`config.mk`:
```
export PLATFORM = sky130hd
export DESIGN_NAME = ifc_triplet_buffer
export DESIGN_NICKNAME = d
export VERILOG_FILES = /design/src/rtl/ifc_triplet_pkg.sv /design/src/rtl/ifc_triplet_fifo.sv /design/src/rtl/ifc_triplet_buffer.sv
export SDC_FILE = /design/constraint.sdc
export NUM_CORES = 1
export LEC_CHECK = 0
export BUFFER_PORTS_ARGS = -buffer_cell sky130_fd_sc_hd__buf_2
export CAP_MARGIN = 10
export CORE_AREA = 2 2 103 105
export DETAILED_ROUTE_END_ITERATION = 6
export DIE_AREA = 0 0 105 107
export GPL_ROUTABILITY_DRIVEN = 0
export PLACE_DENSITY = 0.59
export REMOVE_ABC_BUFFERS = 1
export SLEW_MARGIN = 40
export SYNTH_ARGS = -nofsm -noshare
export SYNTH_HDL_FRONTEND = slang
export SYNTH_SLANG_ARGS = --single-unit
```
`constraint.sdc`:
```
create_clock -name i_clk -period 2 [get_ports i_clk]
set_input_delay 0.2 -clock i_clk [delete_from_list [all_inputs] [get_ports i_clk]]
set_output_delay 0.2 -clock i_clk [all_outputs]
set_load 0.01 [all_outputs]
```
`src/rtl/ifc_triplet_pkg.sv`:
```
// Shared types for the triplet buffer: the {x,y,z} beat payload and the lane-consistency rule.
package ifc_triplet_pkg;

  localparam int unsigned DATA_W = 8;

  typedef struct packed {
    logic [DATA_W-1:0] x;
    logic [DATA_W-1:0] y;
    logic [DATA_W-1:0] z;
  } triplet_t;

  // Lane y is expected to carry the bitwise complement of lane x.
  function automatic logic compl_ok(input triplet_t t);
    return (t.y == ~t.x);
  endfunction

endpackage

```
`src/rtl/ifc_triplet_fifo.sv`:
```
// Power-of-two FIFO holding flattened beats; full/empty are registered so the
// handshake flags never depend combinationally on the consumer.
module ifc_triplet_fifo
  import ifc_triplet_pkg::*;
#(
  parameter int unsigned W     = 24,
  parameter int unsigned DEPTH = 2
) (
  input  logic         i_clk,
  input  logic         i_rst_n,
  input  logic         i_push,
  input  logic         i_pop,
  input  logic [W-1:0] i_data,
  output logic         o_full,
  output logic         o_empty,
  output logic [W-1:0] o_head
);

  localparam int unsigned PTR_W = $clog2(DEPTH);
  localparam int unsigned OCC_W = PTR_W + 1;

  logic [W-1:0]     r_mem [DEPTH];
  logic [PTR_W-1:0] r_wr_ptr;
  logic [PTR_W-1:0] r_rd_ptr;
  logic [OCC_W-1:0] r_occ;
  logic             r_full;
  logic             r_empty;

  logic             w_push;
  logic             w_pop;
  logic [OCC_W-1:0] w_occ_nxt;

  assign w_push = i_push & ~r_full;
  assign w_pop  = i_pop & ~r_empty;

  always_comb begin
    w_occ_nxt = r_occ;
    unique case ({w_push, w_pop})
      2'b10:   w_occ_nxt = r_occ + OCC_W'(1);
      2'b01:   w_occ_nxt = r_occ - OCC_W'(1);
      default: w_occ_nxt = r_occ;
    endcase
  end

  // Pointers wrap naturally because DEPTH is a power of two.
  always_ff @(posedge i_clk or negedge i_rst_n) begin
    if (!i_rst_n) begin
      r_wr_ptr <= '0;
      r_rd_ptr <= '0;
      r_occ    <= '0;
      r_full   <= 1'b0;
      r_empty  <= 1'b1;
    end else begin
      if (w_push) r_wr_ptr <= r_wr_ptr + PTR_W'(1);
      if (w_pop)  r_rd_ptr <= r_rd_ptr + PTR_W'(1);
      r_occ   <= w_occ_nxt;
      r_full  <= (w_occ_nxt == OCC_W'(DEPTH));
      r_empty <= (w_occ_nxt == '0);
    end
  end

  always_ff @(posedge i_clk) begin
    if (w_push) r_mem[r_wr_ptr] <= i_data;
  end

  assign o_full  = r_full;
  assign o_empty = r_empty;
  assign o_head  = r_mem[r_rd_ptr];

endmodule

```
`src/rtl/ifc_triplet_buffer.sv`:
```
// Consumer stage for the x/y/z producer: buffers beats, masks the head onto
// o_a/o_b/o_c, flags y != ~x violations and counts accepted beats.
module ifc_triplet_buffer #(
  parameter int unsigned DATA_W      = ifc_triplet_pkg::DATA_W,
  parameter int unsigned DEPTH       = 2,
  parameter int unsigned CNT_W       = 16,
  parameter int unsigned CHECK_COMPL = 1
) (
  input  logic              i_clk,
  input  logic              i_rst_n,
  input  logic              i_valid,
  output logic              o_ready,
  input  logic [DATA_W-1:0] i_x,
  input  logic [DATA_W-1:0] i_y,
  input  logic [DATA_W-1:0] i_z,
  output logic              o_valid,
  input  logic              i_ready,
  output logic [DATA_W-1:0] o_a,
  output logic [DATA_W-1:0] o_b,
  output logic [DATA_W-1:0] o_c,
  output logic              o_err,
  output logic [CNT_W-1:0]  o_count
);

  import ifc_triplet_pkg::*;

  localparam int unsigned BEAT_W = 3 * DATA_W;
  localparam logic        CHK_EN = (CHECK_COMPL != 0);

  logic              w_full;
  logic              w_empty;
  logic              w_push;
  logic              w_pop;
  logic              w_compl_ok;
  logic [BEAT_W-1:0] w_head;
  logic              r_err;
  logic [CNT_W-1:0]  r_count;

  assign w_push = i_valid & ~w_full;
  assign w_pop  = ~w_empty & i_ready;

  ifc_triplet_fifo #(
    .W     (BEAT_W),
    .DEPTH (DEPTH)
  ) u_fifo (
    .i_clk   (i_clk),
    .i_rst_n (i_rst_n),
    .i_push  (w_push),
    .i_pop   (w_pop),
    .i_data  ({i_x, i_y, i_z}),
    .o_full  (w_full),
    .o_empty (w_empty),
    .o_head  (w_head)
  );

  // The packaged beat type only exists at the package lane width.
  if (DATA_W == ifc_triplet_pkg::DATA_W) begin : g_pkg_chk
    assign w_compl_ok = compl_ok(triplet_t'({i_x, i_y, i_z}));
  end else begin : g_gen_chk
    assign w_compl_ok = (i_y == ~i_x);
  end

  always_ff @(posedge i_clk or negedge i_rst_n) begin
    if (!i_rst_n) begin
      r_err   <= 1'b0;
      r_count <= '0;
    end else begin
      if (CHK_EN && w_push && !w_compl_ok) r_err <= 1'b1;
      if (w_push && (r_count != '1))       r_count <= r_count + CNT_W'(1);
    end
  end

  assign o_ready = ~w_full;
  assign o_valid = ~w_empty;
  assign o_a     = w_empty ? '0 : w_head[BEAT_W-1 -: DATA_W];
  assign o_b     = w_empty ? '0 : w_head[2*DATA_W-1 -: DATA_W];
  assign o_c     = w_empty ? '0 : w_head[DATA_W-1 -: DATA_W];
  assign o_err   = r_err;
  assign o_count = r_count;

endmodule

```
After elaboration in Yosys (flattened, before gate mapping)
Memories as Yosys holds them, arrays and structs flattened.
Index checks and enable logic that the tools add are counted.
- flip-flop bits (word level): 23
- RAM bits: 48
- input bits: 28
- word-level logic and storage cells: 35
- memories kept: 1
- add/subtract/negate cells: 5
- eq/ne operators: 5
- muxes and demuxes: 6
- bitwise logic cells: 7
- reduce and logical (&&, ||, !) cells: 4
- memories (memory ; depth ; width ; rd ports ; clocked after Yosys merged registers in ; wr ports ; RTL line ; text):
    u_fifo.r_mem ; 2 ; 24 ; 1 ; 0 ; 1 ; ifc_triplet_fifo.sv:22 ; logic [W-1:0] r_mem [DEPTH];
- operators by type and width (operator ; count):
    $mux W8 ; 3
    $add A16 B1 Y16 const B ; 1
    $ne A16 B16 Y1 const B ; 1
    $eq A8 B8 Y1 ; 1
    $not A8 Y8 ; 1
    $and A1 B1 Y1 ; 4
    $eq A2 B2 Y1 const B ; 2
    $pmux W2 S2 ; 1
    $add A1 B1 Y1 const B ; 2
    $add A2 B1 Y2 const B ; 1
    $eq A2 B1 Y1 const B ; 1
    $logic_and A1 B1 Y1 ; 2
    $logic_not A2 Y1 ; 1
    $mux W1 ; 2
    $not A1 Y1 ; 2
    $sub A2 B1 Y2 const B ; 1
    $logic_not A1 Y1 ; 1

Longest topological paths before layout
- depth in word-level cells: 6
- depth in mapped cells: 7
- depth with buffers taken out: 7

Modules after synthesis
Synthesis repeated with hierarchy kept, for this count alone.
- cells, all modules: 213
- area total of the unflattened synthesis: 3213.1 µm²
- by module, submodules not included (module ; instances ; cells each ; area each (µm²)):
    ifc_triplet_fifo ; 1 ; 101 ; 2114.5
    ifc_triplet_buffer ; 1 ; 112 ; 1098.6

Worst setup path before layout
Ideal clock, no wire load.
- path kind: reg2reg
- start point: register u_fifo.r_full, in the netlist u_fifo.o_full
- end point: memory u_fifo.r_mem[0][0], enable pin
- library setup time: 405 ps
- arrival time: 1643 ps
- required time: 1595 ps
- slack: -47 ps
- stages on the path, launching flop included: 4
- path buffers: 0
- period minus slack after synthesis: 2047 ps
- cells stage by stage: dfrtp_1 -> nor2b_4 -> inv_2 -> nor2_1
- word-level cells in the longest chain between the ends: 5
- ends and longest elaborated chain (item ; RTL line ; text):
    start, declared ; ifc_triplet_fifo.sv:26 ; logic r_full;
    start signal, assigned ; ifc_triplet_fifo.sv:57 ; r_full <= (w_occ_nxt == OCC_W'(DEPTH));
    $not A1 Y1 * ; ifc_triplet_fifo.sv:33, ifc_triplet_buffer.sv:39 ;
    $and A1 B1 Y1 ; ifc_triplet_buffer.sv:39 ; assign w_push = i_valid & ~w_full;
    $and A1 B1 Y1 * ; ifc_triplet_fifo.sv:33 ; assign w_push = i_push & ~r_full;
    $mux W1 * ; ifc_triplet_fifo.sv:63 ; if (w_push) r_mem[r_wr_ptr] <= i_data;
    $mux W1 (implied by the code) * ; ifc_triplet_fifo.sv:63 ;
    end, declared ; ifc_triplet_fifo.sv:22 ;
Mark *: on every way between the ends. The rest lies on a longest branch, timed or not.

Worst setup path in the final report
- start point: register u_fifo.r_rd_ptr
- end point: output o_a[0]
- word-level cells in the longest chain between the ends: 2
- ends and longest elaborated chain (item ; RTL line ; text):
    start, declared ; ifc_triplet_fifo.sv:24 ; logic [PTR_W-1:0] r_rd_ptr;
    start signal, assigned ; ifc_triplet_fifo.sv:55 ; if (w_pop) r_rd_ptr <= r_rd_ptr + PTR_W'(1);
    $mem_v2 Z2 W24 ; -- ;
    $mux W8 ; ifc_triplet_buffer.sv:75 ; assign o_a = w_empty ? '0 : w_head[BEAT_W-1 -: DATA_W];
    end, declared ; ifc_triplet_buffer.sv:18 ; output logic [DATA_W-1:0] o_a,
No other way between the ends.

==> flow_metrics.tcl <==
set metrics [dict create \
    yosysWarningCount 0 \
    die_span_in_x_um 105 \
    worst-endpoint-arrival_ns 1.53 \
    numCtsBuffers 9 \
    core.rowCount 37 \
    grt_pass1_wl_mm 9.83 \
    totalPowerFinal_mw 4.93 \
    root_buffer_cell "sky130_fd_sc_hd__clkbuf_8" \
    fin_crit_ns 1.73 \
    design.die.area_mm2 0.0112 \
    layout.cell_area.non_filler_mm2 0.00373 \
    first_global_vias 1873 \
    critPathMaxFanout 25 \
    worstPathCellList "buf_4, mux2i_1, nor2_1, buf_2" \
    slew_headroom_pct 64.5 \
    synth_flop_cell "sky130_fd_sc_hd__edfxtp_1" \
    power.leakage_nw 1.59 \
    crit_path_top_delay_cell "sky130_fd_sc_hd__buf_4" \
    tritoncts "done" \
    worst-slew-pin-transition_ns 0.532 \
    routed-via-count 1899 \
    globalRouteMet2Util_pct 18.2 \
    clock-skew-final_ns 0.00914 \
    report.final.slew_viol_count 0 \
    antenna-diode-count 0 \
    hp-class "primary input to register" \
    gr-max-usage-layer "met2" \
    num-nets-final 327 \
    dp.final_hpwl_mm 4.08 \
    port-buffer-count 70 \
    power.density_cell_area_mw_per_mm2 1320 \
    grt_util_met3_pct 3.53 \
    drtIter0Drc 93 \
    hold_viol 0 \
    grt_setup_unrepaired "no" \
    wire_length_per_cell_after_detailed_routing_um 13.7 \
    flow.area_growth_from_synthesis_pct 25.3 \
    coreArea_mm2 0.0101 \
    final_common_cell "sky130_fd_sc_hd__buf_2" \
    grt_use_total_pct 11.5 \
    count_of_boundary_i_o_pins 71 \
    irDropWorstVdd_v 0.000678 \
    endpoint_kind "output port" \
    synthCells 216 \
    postSynth.asyncResetShare_pct 32.4 \
    grtUsageMet1_pct 15.1 \
    drv.max_cap_violation_count 0 \
    synthesized_flop_and_latch_total 71 \
    start_util_pct 29.5 \
    ant_nets 0 \
    clock_insertion_delay_worst_skew_ns 0.33 \
    number_of_instances_resized_during_post_cts_repair 0 \
    seq_area_frac_synth_pct 67.8 \
    dieHeight_um 107 \
    critical_path.startpoint_type "register" \
    setup_tns_final_ns 0 \
    cts.htree.levels 3 \
    clkSinkCount 71 \
    path_clk_slew_ns 0.07 \
    detail_route.drc_violations 0 \
    final_layout_size_suffix_gt1_share_pct 33.4 \
    fin_crit_sh_pct 86.6 \
    maxClockFrequency_mhz 577 \
    synth.lib_cells_used.distinct 33 \
    initial_antenna_violation_count 0 \
    endpoint_required_time_on_the_critical_path_ns 1.80 \
    n_fill_cell 1034 \
    placedInstanceArea_mm2 0.00353 \
    viasPerCell 4.34 \
    layout_common_cells "sky130_fd_sc_hd__buf_2 (70), sky130_fd_sc_hd__edfxtp_1 (48), sky130_fd_sc_hd__nor2_1 (29), sky130_fd_sc_hd__mux2i_1 (24), sky130_fd_sc_hd__dfrtp_1 (22)" \
    synth_area_per_cell_um2 13.8 \
    outcome "finished, final reports clean" \
    timing.critical_path.slowest_cell_delay_ns 0.39 \
    drt_first_pass_iters 4 \
    post_synth_instance_area_mm2 0.00298 \
    global_route.overflow_total 0 \
    setup-violations-final 0 \
    grt_start_max_net_pins 26 \
    wl_mm 6.01 \
    synth_enable_flop_cells 48 \
    cts_max_path_bufs 2 \
    criticalPathCategory "register to output port" \
]
==> metrics by stage <==
stage               setup slack [ns]  hold slack [ns]  cells  util (%)
finish                         0.268           0.0527    438      37.0
CTS                            0.219           0.0295    438      37.0
global placement               0.336            0.218    421      35.0
floorplan                    -0.0474          -0.0956    208         -
global route                   0.124           0.0361    438      37.0
detailed placement             0.301            0.216    421      35.0
==> layer usage <==
layer	part of all wire, %	vias to the layer above
li1	-	935
met1	47	898
met2	47	58
met3	5.3	8
met4	1.3	0
met5	0	-
==> worst max-delay path, delay by kind of cell, from the launching register on <==
kind	cells	cell delay, ns
buffers and inverters	2	0.53
DFF	1	0.32
muxes	1	0.28
and+or+nand+nor	1	0.06
==> cell usage after synthesis, drive strengths merged (2+ instances only) <==
cell	n	area share, %
mux2	3	1.3
a211oi	3	0.76
xor2	18	5.3
nand2b	2	0.42
nor2	30	3.8
ha	2	0.84
edfxtp	48	48
mux2i	24	8.1
dfrtp	22	18
clkbuf	4	0.50
nand4	4	0.84
buf	4	0.67
xnor2	4	1.2
nor2b	3	0.88
inv	4	0.50
nor3	5	0.84
nand2	12	1.5
a21oi	6	1.0
nand3	4	0.67
o21ai	4	0.67
==> report_power, final <==
group | total [mW] | internal (mW) | switching, mW
sequential | 2.15 | 1.96 | 0.187
clock | 1.09 | 0.577 | 0.513
combinational | 1.69 | 0.707 | 0.982
==> cell type report <==
type	instances	area (um^2)	area share, %
Multi-Input combinational cell	133	911	24.4
Clock inverter	5	58.8	1.58
Inverter	4	15.0	0.403
Clock buffer	11	131	3.52
Timing Repair Buffer	78	425	11.4
Sequential cell	71	2020	54.1
Tap cell	136	170	4.56
==> final timing paths <==
kind                                       from                  to  slack (ns)  depth (start not counted)
worst min register to register            o_err               o_err        0.46                          1
max in group asynchronous               i_rst_n      u_fifo.o_empty        1.24                          2
worst max register to register    u_fifo.o_full         o_count[14]        0.31                          5
min in group asynchronous               i_rst_n         o_count[12]        0.38                          2
worst max-delay path            u_fifo.r_rd_ptr              o_a[0]        0.27                          4
worst min-delay path                     i_z[6]  u_fifo.r_mem[0][6]        0.05                          1
==> repair_timing <==
action	CTS	global route
hold buffers	1	0
endpoints found under the hold margin	22	0
buffers inserted	0	0
==> state kept, by name, summed over array words and instances (netlist names) <==
| name | cells |
|---|---|
| u_fifo.r_mem | 48 |
| u_fifo.o_empty | 1 |
| u_fifo.r_rd_ptr | 1 |
| o_err | 1 |
| u_fifo.r_occ | 2 |
| u_fifo.r_wr_ptr | 1 |
| u_fifo.o_full | 1 |
| o_count | 16 |
==> cell families after synthesis <==
logic type | Yosys count | share of synthesized area (%)
xor gates and xnor gates | 22 | 6.47
and+or+nand+nor | 67 | 10.9
buffers and inverters | 12 | 1.68
DFF | 71 | 67.8
adders and majority gates | 2 | 0.841
muxes | 27 | 9.33
AOI/OAI and AO/OA | 15 | 2.98
No activity file was read; power rests on OpenSTA's default activity.
